==> src/rtl/alu_mul_seq_pkg.sv <==
// alu_mul_seq_pkg -- shared ALU opcode definitions.
// The ALU that sits next to alu_mul_seq in the parent decodes these codes;
// the multiplier only ever issues ALUOP_ADD.
package alu_mul_seq_pkg;

  typedef logic [2:0] aluop_t;

  localparam aluop_t ALUOP_ADD  = 3'd0;
  localparam aluop_t ALUOP_SUB  = 3'd1;
  localparam aluop_t ALUOP_AND  = 3'd2;
  localparam aluop_t ALUOP_OR   = 3'd3;
  localparam aluop_t ALUOP_XOR  = 3'd4;
  localparam aluop_t ALUOP_SLL  = 3'd5;
  localparam aluop_t ALUOP_SRL  = 3'd6;
  localparam aluop_t ALUOP_PASS = 3'd7;

endpackage : alu_mul_seq_pkg

==> src/rtl/alu_mul_seq.sv <==
// alu_mul_seq -- sequential 32x32 -> 32 unsigned shift-and-add multiplier.
// The accumulation add is done by an external ALU owned by the parent:
// alu_src_a = P, alu_src_b = M, alu_op_code = ADD, and alu_result returns
// P+M combinationally. One multiplier bit is consumed per RUN cycle.
// Optional feature: define MUL_SEQ_EARLY_EXIT_EN to leave RUN as soon as
// the remaining multiplier bits are all zero.
module alu_mul_seq
  import alu_mul_seq_pkg::*;
(
  input  logic        clk,
  input  logic        rst,
  input  logic        req_valid,
  output logic        req_ready,
  input  logic [31:0] req_a,
  input  logic [31:0] req_b,
  output logic        resp_valid,
  input  logic        resp_ready,
  output logic [31:0] resp_data,
  output logic        busy,
  output logic [31:0] alu_src_a,
  output logic [31:0] alu_src_b,
  output logic [2:0]  alu_op_code,
  input  logic [31:0] alu_result
);

  // State encodings are private to this block.
  localparam logic [1:0] S_IDLE = 2'd0;
  localparam logic [1:0] S_RUN  = 2'd1;
  localparam logic [1:0] S_DONE = 2'd2;

  logic [1:0]  r_state;
  logic [31:0] r_p;     // accumulator (partial product)
  logic [31:0] r_m;     // multiplicand, shifted left each iteration
  logic [31:0] r_q;     // multiplier, shifted right each iteration
  logic [4:0]  r_cnt;   // iterations already performed

  logic        w_early_exit;

`ifdef MUL_SEQ_EARLY_EXIT_EN
  // No set bits left in Q: further iterations cannot change P.
  assign w_early_exit = (r_q == 32'd0);
`else
  assign w_early_exit = 1'b0;
`endif

  // Control FSM and datapath registers; reset wins over every other input.
  always_ff @(posedge clk) begin
    if (rst) begin
      r_state <= S_IDLE;
      r_p     <= 32'd0;
      r_m     <= 32'd0;
      r_q     <= 32'd0;
      r_cnt   <= 5'd0;
    end else begin
      case (r_state)
        S_IDLE: begin
          if (req_valid) begin
            r_p     <= 32'd0;
            r_m     <= req_a;
            r_q     <= req_b;
            r_cnt   <= 5'd0;
            r_state <= S_RUN;
          end else begin
            r_state <= S_IDLE;
          end
        end
        S_RUN: begin
          if (w_early_exit) begin
            r_state <= S_DONE;
          end else begin
            // alu_result is P+M from the external ALU; carry-out is dropped.
            if (r_q[0]) begin
              r_p <= alu_result;
            end else begin
              r_p <= r_p;
            end
            r_m   <= {r_m[30:0], 1'b0};
            r_q   <= {1'b0, r_q[31:1]};
            r_cnt <= r_cnt + 5'd1;
            if (r_cnt == 5'd31) begin
              r_state <= S_DONE;
            end else begin
              r_state <= S_RUN;
            end
          end
        end
        S_DONE: begin
          // Back to IDLE only; a request cannot be taken in this same cycle.
          if (resp_ready) begin
            r_state <= S_IDLE;
          end else begin
            r_state <= S_DONE;
          end
        end
        default: begin
          r_state <= S_IDLE;
        end
      endcase
    end
  end

  // Outputs are pure decodes of registers: no path from req_* or resp_ready.
  always_comb begin
    req_ready   = (r_state == S_IDLE);
    resp_valid  = (r_state == S_DONE);
    busy        = (r_state != S_IDLE);
    resp_data   = (r_state == S_DONE) ? r_p : 32'd0;
    alu_src_a   = r_p;
    alu_src_b   = r_m;
    alu_op_code = ALUOP_ADD;
  end

endmodule : alu_mul_seq

==> config.mk <==
export PLATFORM = sky130hd
export DESIGN_NAME = alu_mul_seq
export DESIGN_NICKNAME = d
export VERILOG_FILES = /design/src/rtl/alu_mul_seq_pkg.sv /design/src/rtl/alu_mul_seq.sv
export SDC_FILE = /design/constraint.sdc
export NUM_CORES = 1
export LEC_CHECK = 0
export BUFFER_PORTS_ARGS = -buffer_cell sky130_fd_sc_hd__buf_2
export CORE_ASPECT_RATIO = 1.75
export CORE_MARGIN = 2
export CORE_UTILIZATION = 52
export DETAILED_ROUTE_END_ITERATION = 10
export GPL_TIMING_DRIVEN = 0
export PLACE_DENSITY = 0.83
export RECOVER_POWER = 100
export SLEW_MARGIN = 20
export SYNTH_ARGS = -nofsm -noshare
export SYNTH_HDL_FRONTEND = slang
export SYNTH_SLANG_ARGS = --single-unit
==> constraint.sdc <==
create_clock -name clk -period 2.8 [get_ports clk]
set_input_delay 0.42 -clock clk [delete_from_list [all_inputs] [get_ports clk]]
set_output_delay 0.42 -clock clk [all_outputs]
set_load 0.02 [all_outputs]
==> out/metrics.json <==
{
  "place": {
    "port_buffers": 197,
    "postPlaceCellArea_um2": 5931,
    "replace_congestion": 0.8420,
    "final_hpwl_dp_um": 9523
  },
  "logic_synthesis": {
    "netlist-cell-type-count": 38,
    "synth_largest_type_area_fraction_pct": 43.07,
    "synth-seq-cells": 103,
    "synth_area_per_inst_um2": 9.442,
    "post-synth-top-area-cell": "dfxtp_1",
    "postSynth.asyncResetShare_pct": 0,
    "synthTopCellsByArea": "dfxtp_1 (43%), a211oi_2 (15%), a22o_1 (5.9%)",
    "synth.yosys.seq_area_share_pct": 43.07,
    "synth-warning-count": 0,
    "synthMostInstantiatedCell": "dfxtp_1",
    "syn-instance-count": 507,
    "synth_enable_flop_cells": 0,
    "synth_ff_type": "dfxtp_1",
    "ys_top_cells_by_count": "dfxtp_1 (103), nor2_1 (68), nand2_1 (65)",
    "syn-cell-area_um2": 4787
  },
  "layout": {
    "final_cell_area_um2": 5932,
    "n_antenna_cell": 0,
    "multi_input_area_um2": 2225,
    "areaGrowthSynthToFinish_pct": 23.92,
    "final_net_count": 819,
    "final.fill_count": 836,
    "seqCellArea_um2": 2062,
    "fraction_of_layout_cells_with_a_size_suffix_above_1_pct": 30.47
  },
  "critical_path": {
    "worstPathCellList": "clkbuf_1 -> nor2b_1 -> clkbuf_1 -> and2_1 -> clkbuf_1",
    "critPathMaxFanout": 10,
    "slowest_stage": "nor2b_1",
    "timing.reg2reg.worst_path_depth": 7,
    "critPathMostFrequentCell": "clkbuf_1",
    "timing.critical_path.buf_inv": 3,
    "cp-start-kind": "register",
    "critical_path.top_delay_family": "buffers and inverters",
    "timing.critical_path.to_type": "output pin",
    "path_depth": 5,
    "critical_path_class": "register to output pin",
    "crit_path_max_incr_delay_ns": 0.47,
    "worst-endpoint-required_ns": 2.38,
    "worstPathArrival_ns": 2.02
  },
  "sta": {
    "maxSlewHeadroom_pct": 56.40,
    "setup_repair_after_global_routing_missed_its_margin": "no",
    "max_clock_freq_mhz": 409.5,
    "tns_ns": 0,
    "worst_slew_pin_slew_ns": 0.6540,
    "setup_viol": 0,
    "period_minus_slack_ns": 2.442,
    "finalClockSkew_ns": 0.005927,
    "slew_viol_final": 0,
    "final_hold_viol_count": 0,
    "worst_hold_margin_ns": 0.2977,
    "finalCritPeriodShare_pct": 87.22
  },
  "detailed_routing": {
    "detail_route.iter0.violations": 123,
    "ant_nets": 0,
    "detail_route.drc_violations": 0,
    "wirelength_um": 12330,
    "route.vias.total": 4423,
    "viasPerCell": 5.253,
    "post_drt_wl_per_cell_um": 14.64,
    "drt-pass1-iter-count": 4
  },
  "clock_tree": {
    "clk_pin_slew_worst_paths_ns": 0.07,
    "htree_levels": 3,
    "clkLatencyLatePin_ns": 0.34,
    "cts_tree": "done",
    "clock_tree.buffer_depth": 2,
    "clk_root_buffer_cell": "clkbuf_16",
    "numCtsBuffers": 9,
    "postCtsResizedCells": 0,
    "clock-sinks": 103,
    "cts_setup_buffers": 0,
    "number_of_hold_buffers_added_after_cts": 0
  },
  "floorplanning": {
    "die_width_um": 76.53,
    "die_ht_um": 130.9,
    "floorplan.die_area_um2": 10020,
    "floorplan.initialDensity_pct": 52.98,
    "boundaryPins": 202,
    "core_area_um2": 9036,
    "rows": 46
  },
  "grt": {
    "grt_pass1_vias": 4346,
    "grt_util_all_layers_pct": 24.07,
    "grt_pass1_wl_um": 19670,
    "grt_overflow_total": 0,
    "grt_max_degree": 16,
    "antenna_found_initial": 0
  },
  "power": {
    "vdd_drop_max_v": 0.0004493,
    "power.leakage_nw": 2.611,
    "power.density_nw_per_um2": 589.0
  },
  "job": {
    "cap_violations": 0
  },
  "outcome": {
    "run_status": "finished clean"
  },
  "worst_hold_path": {
    "min-delay-path-class": "input port to register",
    "worstHoldPathCells": 2
  }
}
## report_power, final
part	switching, mW	internal (mW)
logic	0.381	0.243
registers	0.0696	1.57
clock network	0.516	0.717
## worst paths after layout
path	from	endpoint	slack [ns]
worst max-delay path	r_state[0]	resp_data[21]	0.36
worst min-delay path	alu_result[11]	alu_src_a[11]	0.30
worst max register to register	r_state[0]	alu_src_b[26]	0.59
worst min register to register	r_cnt[4]	r_cnt[4]	0.49
## flip-flops by register name, summed over array words and instances, names as in the netlist
signal and flops:
alu_src_a 32, r_q 32, r_state 2, r_cnt 5
alu_src_b 32
## through the flow
step | utilization [%] | power (mW) | setup WS (ns) | cells
CTS | 68.87 | 3.590 | 0.3524 | 842
floorplan | - | 2.143 | 1.163 | 509
detailed placement | 65.63 | 2.361 | 0.7105 | 826
global placement | 65.63 | 2.335 | 0.7969 | 826
finish | 65.65 | 3.494 | 0.3579 | 842
global route | 65.65 | 3.661 | 0.09960 | 842
## cells by family after synthesis
logic type | after synthesis | share of synthesized area (%)
and+or+nand+nor | 181 | 16.96
AOI/OAI and AO/OA | 166 | 31.39
DFF | 103 | 43.07
buffers and inverters | 53 | 7.658
adders and majority gates | 2 | 0.5227
muxes | 1 | 0.3136
other | 1 | 0.07834
## per-layer routing
metal,vias to the layer above,GRT usage (%),wire [µm],share of wire [%]
met5,-,0,0,0
met4,0,10.91,263,2.1
met3,23,4.945,688,5.6
met2,161,45.50,6535,53
met1,2049,25.70,4839,39
li1,2190,-,-,-
## layout by cell type (no fill, tap or decap), drive strengths merged
cell,n
o21ba,1
o211a,1
a22oi,3
and3,1
a21oi,64
or3,1
a22o,32
nor3b,2
conb,3
ha,2
inv,3
nand3,4
clkinvlp,1
a31oi,1
dfxtp,103
nand2b,1
a211oi,61
buf,151
o21bai,1
bufinv,1
or2,1
a311oi,1
nor4,1
mux2,1
and2,32
nand2,65
nor3,2
nor2,68
or3b,1
nor2b,2
o21a,1
clkinv,1
clkbuf,109
## final cells by class
cell class | instances | share of cell area (%)
Multi-Input combinational cell | 353 | 37.50
Sequential cell | 103 | 34.76
Timing Repair Buffer | 197 | 15.10
Buffer | 50 | 4.978
Clock buffer | 13 | 4.219
Tap cell | 120 | 2.531
Clock inverter | 3 | 0.7171
Inverter | 3 | 0.1898
(Power assumes the default switching activity.)
